$ cat config.mk
export PLATFORM = sky130hd
export DESIGN_NAME = elp_distributor
export DESIGN_NICKNAME = d
export VERILOG_FILES = /design/src/rtl/elp_distributor.sv
export SDC_FILE = /design/constraint.sdc
export NUM_CORES = 2
export LEC_CHECK = 0
export ABC_CLOCK_PERIOD_IN_PS = 10700
export BUFFER_PORTS_ARGS = -buffer_cell sky130_fd_sc_hd__buf_2
export CORE_MARGIN = 2
export CORE_UTILIZATION = 30
export CTS_BUF_LIST = sky130_fd_sc_hd__clkbuf_16
export CTS_CLUSTER_SIZE = 30
export DETAILED_ROUTE_END_ITERATION = 12
export PLACE_DENSITY = 0.5
export SLEW_MARGIN = 25
export SYNTH_ARGS = -nofsm -noshare
export SYNTH_HDL_FRONTEND = slang
export SYNTH_SLANG_ARGS = --single-unit
$ cat constraint.sdc
create_clock -name iClock -period 10.7 [get_ports iClock]
set_input_delay 1.605 -clock iClock [delete_from_list [all_inputs] [get_ports iClock]]
set_output_delay 1.605 -clock iClock [all_outputs]
set_load 0.05 [all_outputs]
$ cat src/rtl/elp_distributor.sv
// Routes each ELP result from the shared key-equation solver to the owning
// channel's Chien search through a per-channel 2-entry show-ahead buffer.
module elp_distributor #(
    parameter int Channel           = 4,
    parameter int GaloisFieldDegree = 12,
    parameter int ELPCoefficients   = 15
) (
    input  logic                                             iClock,
    input  logic                                             iReset,
    input  logic                                             iKESDone,
    input  logic [Channel-1:0]                               iChannelSel,
    input  logic                                             iChunkNumber,
    input  logic                                             iDataForwarding,
    input  logic                                             iLastChunk,
    input  logic [4:0]                                       iELPDegree,
    input  logic [GaloisFieldDegree*ELPCoefficients-1:0]     iELPCoefficients,
    output logic [Channel-1:0]                               oChannelFull,
    output logic [Channel-1:0]                               oELPValid,
    input  logic [Channel-1:0]                               iCSReady,
    output logic [Channel*5-1:0]                             oELPDegree,
    output logic [Channel*GaloisFieldDegree*ELPCoefficients-1:0] oELPCoefficients,
    output logic [Channel-1:0]                               oChunkNumber,
    output logic [Channel-1:0]                               oDataForwarding,
    output logic [Channel-1:0]                               oLastChunk,
    output logic [Channel-1:0]                               oPageDone,
    output logic [1:0]                                       oError
);

    localparam int CoefWidth  = GaloisFieldDegree * ELPCoefficients;
    localparam int EntryWidth = CoefWidth + 8;

    // Entry layout: {coefficients, degree[4:0], chunk, forwarding, last}
    function automatic logic isOneHot(input logic [Channel-1:0] sel);
        logic [Channel-1:0] one;
        one = {{(Channel-1){1'b0}}, 1'b1};
        return (sel != {Channel{1'b0}}) && ((sel & (sel - one)) == {Channel{1'b0}});
    endfunction

    logic [EntryWidth-1:0] mem_r   [Channel][2];
    logic [1:0]            count_r [Channel];
    logic [Channel-1:0]    wrPtr_r;
    logic [Channel-1:0]    rdPtr_r;

    logic [1:0]            count_s [Channel];
    logic [EntryWidth-1:0] head_s  [Channel];
    logic [Channel-1:0]    wrPtr_s;
    logic [Channel-1:0]    rdPtr_s;
    logic [Channel-1:0]    push_s;
    logic [Channel-1:0]    pop_s;
    logic [Channel-1:0]    overflow_s;
    logic                  selValid_s;
    logic                  invalidSel_s;
    logic [EntryWidth-1:0] entry_s;

    // Next-state for every channel buffer; the head is forwarded from the
    // incoming entry when the write lands on the slot about to become head.
    always_comb begin
        selValid_s   = isOneHot(iChannelSel);
        invalidSel_s = iKESDone & ~selValid_s;
        entry_s      = {iELPCoefficients, iELPDegree, iChunkNumber, iDataForwarding, iLastChunk};
        for (int c = 0; c < Channel; c++) begin
            overflow_s[c] = iKESDone & selValid_s & iChannelSel[c] & (count_r[c] == 2'd2);
            push_s[c]     = iKESDone & selValid_s & iChannelSel[c] & (count_r[c] != 2'd2);
            pop_s[c]      = oELPValid[c] & iCSReady[c];
            wrPtr_s[c]    = wrPtr_r[c] ^ push_s[c];
            rdPtr_s[c]    = rdPtr_r[c] ^ pop_s[c];
            count_s[c]    = count_r[c] + {1'b0, push_s[c]} - {1'b0, pop_s[c]};
            if (push_s[c] && (wrPtr_r[c] == rdPtr_s[c])) begin
                head_s[c] = entry_s;
            end else begin
                head_s[c] = mem_r[c][rdPtr_s[c]];
            end
        end
    end

    // Buffer storage, pointers and all registered outputs.
    always_ff @(posedge iClock) begin
        if (!iReset) begin
            for (int c = 0; c < Channel; c++) begin
                mem_r[c][0] <= {EntryWidth{1'b0}};
                mem_r[c][1] <= {EntryWidth{1'b0}};
                count_r[c]  <= 2'd0;
            end
            wrPtr_r          <= {Channel{1'b0}};
            rdPtr_r          <= {Channel{1'b0}};
            oChannelFull     <= {Channel{1'b0}};
            oELPValid        <= {Channel{1'b0}};
            oELPDegree       <= {(Channel*5){1'b0}};
            oELPCoefficients <= {(Channel*CoefWidth){1'b0}};
            oChunkNumber     <= {Channel{1'b0}};
            oDataForwarding  <= {Channel{1'b0}};
            oLastChunk       <= {Channel{1'b0}};
            oPageDone        <= {Channel{1'b0}};
            oError           <= 2'b00;
        end else begin
            for (int c = 0; c < Channel; c++) begin
                if (push_s[c]) begin
                    mem_r[c][wrPtr_r[c]] <= entry_s;
                end else begin
                    mem_r[c][wrPtr_r[c]] <= mem_r[c][wrPtr_r[c]];
                end
                count_r[c]                        <= count_s[c];
                oChannelFull[c]                   <= (count_s[c] == 2'd2);
                oELPValid[c]                      <= (count_s[c] != 2'd0);
                oELPDegree[c*5 +: 5]              <= head_s[c][7:3];
                oELPCoefficients[c*CoefWidth +: CoefWidth] <= head_s[c][EntryWidth-1:8];
                oChunkNumber[c]                   <= head_s[c][2];
                oDataForwarding[c]                <= head_s[c][1];
                oLastChunk[c]                     <= head_s[c][0];
                oPageDone[c]                      <= pop_s[c] & oLastChunk[c];
            end
            wrPtr_r <= wrPtr_s;
            rdPtr_r <= rdPtr_s;
            oError  <= oError | {invalidSel_s, |overflow_s};
        end
    end

endmodule

-- Word level (Yosys, flattened, before mapping)
Memory sizes are Yosys's and may differ from the RTL's.
Index checks and enable logic that the tools add are counted.
- bits of input ports: 199
- bits in writable memories: 1512
- output and inout bits: 766
- memories kept: 2
- flip-flop bits (word level): 774
- word-level logic and storage cells: 6193
- bitwise operators: 3053
- eq/ne operators: 16
- reduce and logical (&&, ||, !) cells: 16
- order comparisons: 12
- $add $sub $neg: 9
- mux-type cells: 3074
- memories (memory ; words ; width ; rd ports ; clocked after memory_dff ; write ports ; line ; RTL):
    mem_r ; 4 ; 376 ; 4 ; 0 ; 4 ; 39 ; logic [EntryWidth-1:0] mem_r [Channel][2];
    count_r ; 4 ; 2 ; 4 ; 0 ; 4 ; 40 ; logic [1:0] count_r [Channel];
- operators by type and width (cell ; count):
    188-bit 2-to-1 mux ; 32
    1-bit 2-to-1 mux ; 3026
    1-bit OR ; 3012
    376-bit 2-to-1 mux ; 8
    188-bit demux with 1-bit select ; 4
    1-bit AND ; 22
    2-bit == test, second input constant ; 8
    2-bit >= comparator, second input constant ; 8
    1-bit NOT with 2-bit output ; 8
    1-bit logical AND ; 9
    2-bit by 1-bit adder with 2-bit output ; 4
    2-bit by 1-bit less-than comparator with 1-bit output, second input constant ; 4
    2-bit 2-to-1 mux ; 4
    2-bit != test, second input constant ; 4
    2-bit nonzero test ; 4
    2-bit by 1-bit subtractor with 2-bit output ; 4
    1-bit XOR ; 8
    4-bit AND ; 1
    1-bit == test ; 4
    4-bit logical NOT ; 1
    4-bit nonzero test ; 1
    4-bit OR reduction ; 1
    4-bit by 1-bit subtractor with 4-bit output, second input constant ; 1
    2-bit OR ; 1
    1-bit NOT ; 1

-- Depth between registers and ports, before layout
- depth after elaboration: 12
- depth in mapped cells: 10
- mapped depth without buffers: 8

-- Least setup slack after synthesis
OpenSTA, ideal clock, no wires.
- path kind: input to register
- from: input port iReset
- to: memory mem_r[1][376] in the netlist's numbering, enable pin
- cell stages on the path: 4
- slack: 2.697 ns
- required time: 10.074 ns
- arrival: 7.377 ns
- library setup time: 0.626 ns
- cells stage by stage: clkbuf_1 -> nand2b_1 -> clkbuf_1 -> clkbuf_1
- RTL lines (element ; line ; RTL):
    start, declared ; 9 ; input logic iReset,
    end, declared ; 39 ;

-- Worst setup path after layout
- from: input port iKESDone
- to: register oELPCoefficients[97]
- cells in the longest elaborated chain, start to end: 5
- RTL lines (element ; line ; RTL):
    start, declared ; 10 ; input logic iKESDone,
    1-bit AND (3 in a row) ; 63 ; push_s[c] = iKESDone & selValid_s & iChannelSel[c] & (count_r[c] != 2'd2);
    1-bit logical AND ; 68 ; if (push_s[c] && (wrPtr_r[c] == rdPtr_s[c])) begin
    188-bit 2-to-1 mux ; 68 ;
    end signal, assigned ; 89 ; oELPCoefficients <= {(Channel*CoefWidth){1'b0}};
    end signal, assigned by index ; 106 ; oELPCoefficients[c*CoefWidth +: CoefWidth] <= head_s[c][EntryWidth-1:8];
    end, declared ; 21 ; output logic [Channel*GaloisFieldDegree*ELPCoefficients-1:0] oELPCoefficients,
Every way passes these cells.
A chain may end at the register's enable or synchronous reset.

==> flow_summary.html <==
<table>
<tr><th>Metric</th><th>Value</th></tr>
<tr><th colspan="2">Worst setup path</th></tr>
<tr><td>Delay of the slowest critical-path stage</td><td>0.82 ns</td></tr>
<tr><td>Critical Path Source Type</td><td>primary input</td></tr>
<tr><td>Launching point of the worst reg2reg path</td><td>count_r[0][0]</td></tr>
<tr><td>Slowest cell on the critical path</td><td>sky130_fd_sc_hd__buf_4</td></tr>
<tr><td>Largest fanout of any net on the critical path</td><td>60</td></tr>
<tr><td>Critical-path cell list</td><td>buf_2, nor3b_2, nand4b_1, buf_4, inv_8, nand2_4, buf_4, buf_4, buf_4, mux2i_1</td></tr>
<tr><td>Crit. Startpoint</td><td>iKESDone</td></tr>
<tr><td>Worst R2R Setup Slack</td><td>5.56 ns</td></tr>
<tr><td>Critical register-to-register path endpoint</td><td>oELPCoefficients[97]</td></tr>
<tr><td>Data required time of the worst path</td><td>11.48 ns</td></tr>
<tr><td>Crit. End Element</td><td>flop</td></tr>
<tr><td>Data arrival time at the worst-slack endpoint</td><td>approximately 6.3 ns</td></tr>
<tr><td>Most repeated library cell on the critical path</td><td>sky130_fd_sc_hd__buf_4</td></tr>
<tr><td>Crit Path Class</td><td>in -&gt; reg</td></tr>
<tr><td>Count of cells along the worst register-to-register path</td><td>9</td></tr>
<tr><th colspan="2">Timing</th></tr>
<tr><td>Hold violation count in the final report</td><td>0</td></tr>
<tr><td>Part of the cycle the worst path needs</td><td>51.72%</td></tr>
<tr><td>Number of pins exceeding their max-slew limit in the final report</td><td>0</td></tr>
<tr><td>RSZ-0062 raised after global routing</td><td>no</td></tr>
<tr><td>Final Critical Period</td><td>5.534 ns</td></tr>
<tr><td>Measured slew at the worst slew-check pin</td><td>1.336 ns</td></tr>
<tr><td>Max-Slew Margin vs Limit</td><td>approximately 11%</td></tr>
<tr><td>Final setup TNS</td><td>0 ns</td></tr>
<tr><td>Clock skew after layout</td><td>roughly 0.037 ns</td></tr>
<tr><td>Number of setup violations in the final report</td><td>0</td></tr>
<tr><td>Highest achievable clock rate</td><td>180.7 MHz</td></tr>
<tr><th colspan="2">Place</th></tr>
<tr><td>HPWL reported at the end of detailed placement</td><td>249600 µm</td></tr>
<tr><td>Final RePlAce weighted congestion</td><td>0.7964</td></tr>
<tr><td>Standard cell area after detailed placement</td><td>0.1163 mm²</td></tr>
<tr><td>Number of port buffers</td><td>964</td></tr>
<tr><th colspan="2">Drt</th></tr>
<tr><td>Mean routed wirelength per cell</td><td>24.62 µm</td></tr>
<tr><td>Detailed Route WL</td><td>around 400000 µm</td></tr>
<tr><td>Per-cell via count in the routed design</td><td>5.373</td></tr>
<tr><td>Via count of the routed design</td><td>86880</td></tr>
<tr><td>Violation count after the first detailed-route iteration</td><td>8067</td></tr>
<tr><td>Antenna Violating Nets Remaining</td><td>0</td></tr>
<tr><td>Remaining routing DRC violations</td><td>0</td></tr>
<tr><td>DR pass1 iterations</td><td>6</td></tr>
<tr><th colspan="2">GRT</th></tr>
<tr><td>Overall Global Routing Usage</td><td>20.79%</td></tr>
<tr><td>Via count of the first global-routing pass</td><td>between 80000 and 90000</td></tr>
<tr><td>Wire length of the first global-routing pass</td><td>about 580000 µm</td></tr>
<tr><td>Largest net degree at the start of global routing</td><td>251</td></tr>
<tr><td>Initial antenna violation count</td><td>45</td></tr>
<tr><td>Residual overflow from global routing</td><td>0</td></tr>
<tr><th colspan="2">Finish</th></tr>
<tr><td>Post-route cell area</td><td>roughly 0.13 mm²</td></tr>
<tr><td>Area growth from synthesis to layout</td><td>15.72%</td></tr>
<tr><td>Fillcell total</td><td>35900</td></tr>
<tr><td>Sequential cell area</td><td>0.06082 mm²</td></tr>
<tr><td>Fraction of the core area covered by cells at the end of the flow</td><td>34.86%</td></tr>
<tr><td>Multi-input gate area in the final layout</td><td>approximately 0.043 mm²</td></tr>
<tr><td>Share of cells above drive strength 1</td><td>13.32%</td></tr>
<tr><td>Net count of the finished layout</td><td>11350</td></tr>
<tr><th colspan="2">CTS</th></tr>
<tr><td>Clock latency reported for the late side of the worst-skew pair</td><td>0.91 ns</td></tr>
<tr><td>Post-cts resize count</td><td>0</td></tr>
<tr><td>Setup fix buffers added after clock tree synthesis</td><td>0</td></tr>
<tr><td>Clock tree from TritonCTS</td><td>built</td></tr>
<tr><td>Maximum count of clock buffers along a single path</td><td>4</td></tr>
<tr><td>Number of levels in the clock H-tree</td><td>5</td></tr>
<tr><td>CTS Hold Bufs</td><td>0</td></tr>
<tr><td>CTS Buf Count</td><td>277</td></tr>
<tr><td>CTS Root Cell</td><td>sky130_fd_sc_hd__clkbuf_16</td></tr>
<tr><td>Clk pin slew, worst setup/hold paths</td><td>around 0.060 ns</td></tr>
<tr><td>Total clock sinks</td><td>2286</td></tr>
<tr><th colspan="2">Hold path</th></tr>
<tr><td>HP Start</td><td>count_r[1][1]</td></tr>
<tr><td>Worst hold-check path type</td><td>reg -&gt; reg</td></tr>
<tr><td>Sink of the worst hold path</td><td>oError[0]</td></tr>
<tr><td>Number of cells on the worst hold path</td><td>2</td></tr>
<tr><th colspan="2">Job</th></tr>
<tr><td>Count of max-cap constraint violations</td><td>0</td></tr>
<tr><th colspan="2">Die</th></tr>
<tr><td>Die extent in x</td><td>roughly 600 µm</td></tr>
<tr><td>Starting utilization of the core area</td><td>30.12%</td></tr>
<tr><td>Row count</td><td>220</td></tr>
<tr><td>Die Area</td><td>0.3650 mm²</td></tr>
<tr><td>Core area</td><td>0.3587 mm²</td></tr>
<tr><td>Num ports</td><td>965</td></tr>
<tr><td>Die span in y</td><td>604.1 µm</td></tr>
<tr><th colspan="2">Logic synthesis</th></tr>
<tr><td>Area leader, netlist</td><td>sky130_fd_sc_hd__edfxtp_1</td></tr>
<tr><td>Mean Syn Cell Area</td><td>9.998 µm²</td></tr>
<tr><td>Cells after Synth</td><td>10810</td></tr>
<tr><td>Number of flops mapped to enable cells by yosys</td><td>1504</td></tr>
<tr><td>Async set-or-reset flop fraction in the synthesized netlist</td><td>0%</td></tr>
<tr><td>Top cells by count, synth</td><td>sky130_fd_sc_hd__nand2_1, sky130_fd_sc_hd__edfxtp_1, sky130_fd_sc_hd__o21ai_0</td></tr>
<tr><td>Post-synth cell types</td><td>between 40 and 50</td></tr>
<tr><td>Number of synthesized register bits</td><td>roughly 2300</td></tr>
<tr><td>Top FF cell, synth</td><td>sky130_fd_sc_hd__edfxtp_1</td></tr>
<tr><td>Share of synthesized area occupied by flip-flops and latches</td><td>56.29%</td></tr>
<tr><td>Total number of yosys warnings</td><td>0</td></tr>
<tr><td>Most common cell in the netlist</td><td>sky130_fd_sc_hd__nand2_1</td></tr>
<tr><td>Post-Syn Nets</td><td>11010</td></tr>
<tr><td>Synth top area cells</td><td>sky130_fd_sc_hd__edfxtp_1, sky130_fd_sc_hd__dfxtp_1, sky130_fd_sc_hd__a21boi_0, sky130_fd_sc_hd__nand2_1, sky130_fd_sc_hd__mux2i_1</td></tr>
<tr><td>Top cell type's share of synthesized area</td><td>41.80%</td></tr>
<tr><td>Mapped Area</td><td>0.1080 mm²</td></tr>
<tr><th colspan="2">Pwr</th></tr>
<tr><td>Total power density per cell area</td><td>189.9 mW/mm²</td></tr>
<tr><td>Peak supply drop</td><td>around 0.00014 V</td></tr>
<tr><td>Standby leakage power</td><td>54.11 nW</td></tr>
<tr><th colspan="2">Outcome</th></tr>
<tr><td>Outcome</td><td>finished clean</td></tr>
</table>
layout by cell type (no fill, tap or decap), types with 5 or more instances in the layout:
master and instances:
sky130_fd_sc_hd__a21boi_0 1130, sky130_fd_sc_hd__a21oi_1 376, sky130_fd_sc_hd__a31oi_1 376, sky130_fd_sc_hd__and2_1 9
sky130_fd_sc_hd__and3_1 756, sky130_fd_sc_hd__buf_12 27, sky130_fd_sc_hd__buf_2 963, sky130_fd_sc_hd__buf_4 114
sky130_fd_sc_hd__buf_6 5, sky130_fd_sc_hd__bufinv_16 6, sky130_fd_sc_hd__clkbuf_16 282, sky130_fd_sc_hd__clkinv_1 44
sky130_fd_sc_hd__clkinv_16 5, sky130_fd_sc_hd__clkinv_2 33, sky130_fd_sc_hd__clkinv_4 5, sky130_fd_sc_hd__clkinv_8 8
sky130_fd_sc_hd__dfxtp_1 781, sky130_fd_sc_hd__diode_2 30, sky130_fd_sc_hd__edfxtp_1 1504, sky130_fd_sc_hd__ha_1 8
sky130_fd_sc_hd__inv_1 108, sky130_fd_sc_hd__inv_16 9, sky130_fd_sc_hd__inv_2 9, sky130_fd_sc_hd__inv_6 8
sky130_fd_sc_hd__mux2i_1 752, sky130_fd_sc_hd__nand2_1 2074, sky130_fd_sc_hd__nand2_4 7, sky130_fd_sc_hd__nand2b_1 9
sky130_fd_sc_hd__nand3_1 378, sky130_fd_sc_hd__nand3b_1 5, sky130_fd_sc_hd__nor2_1 8, sky130_fd_sc_hd__o21ai_0 1504
sky130_fd_sc_hd__xnor2_1 10
layout make-up:
type                    count  area share, %
diodes                     30        0.06004
clock buffers             282          5.644
clock inverters           227          1.221
inverters                  20        0.07806
multi-input cells        7441          34.49
flip-flops and latches   2286          48.65
well taps                4773          4.776
repair buffers           1112          5.083
through the flow:
stage          power, mW  std cells  hold slack, ns  setup slack (ns)
2_1_floorplan      13.35      10810          0.4807             2.697
3_3_place_gp       14.80      15630          0.5474             4.440
3_5_place_dp       14.88      15630          0.5568             4.359
4_1_cts            23.97      16140          0.5579             5.314
5_1_grt            24.60      16170          0.5730             5.083
6_report           23.74      16170          0.5578             5.166
critical path: cells and delay by family:
family        cells  cell delay, ns
mux               1            0.30
simple gates      3            0.90
buf+inv           6            3.14
metal layers:
metal / vias up / part of all wire [%] / track usage, %
li1: 39760 / - / -
met1: 43060 / 43 / 27.77
met2: 3413 / 47 / 33.91
met3: 616 / 6.4 / 2.829
met4: 36 / 3.8 / 8.369
met5: - / 0.055 / 0
flip-flops by register name (all words and copies together), names as in the netlist:
register / count
rdPtr_r: 4
oDataForwarding: 4
oELPDegree: 20
mem_r: 1504
oELPValid: 4
oLastChunk: 4
oELPCoefficients: 720
oChannelFull: 4
oError: 2
oChunkNumber: 4
wrPtr_r: 4
count_r: 8
oPageDone: 4
worst max-delay path by stage:
stage | to | slack, ns | depth (start not counted)
CTS | oELPCoefficients[102] | 5.31 | 10
detailed placement | oELPCoefficients[102] | 4.36 | 10
finish | oELPCoefficients[97] | 5.17 | 10
floorplan | mem_r[1][376] | 2.70 | 4
global route | oELPCoefficients[102] | 5.08 | 10
global placement | oELPCoefficients[107] | 4.44 | 10
report_power, final:
part / leakage (nW) / total (mW) / internal, mW / switching (mW)
clock network: 4.56 / 9.04 / 4.99 / 4.05
logic: 26.3 / 4.13 / 0.947 / 3.18
registers: 23.2 / 10.6 / 10.1 / 0.439
kinds of logic after synthesis:
logic type | after synthesis | synth area share [%]
simple gates | 3261 | 13.63
mux | 752 | 6.967
flops | 2286 | 56.29
compound gates | 3406 | 18.89
fa+ha+maj | 8 | 0.09264
buf+inv | 1080 | 3.967
xor+xnor | 14 | 0.1644
No activity file was read; power rests on OpenSTA's default activity.
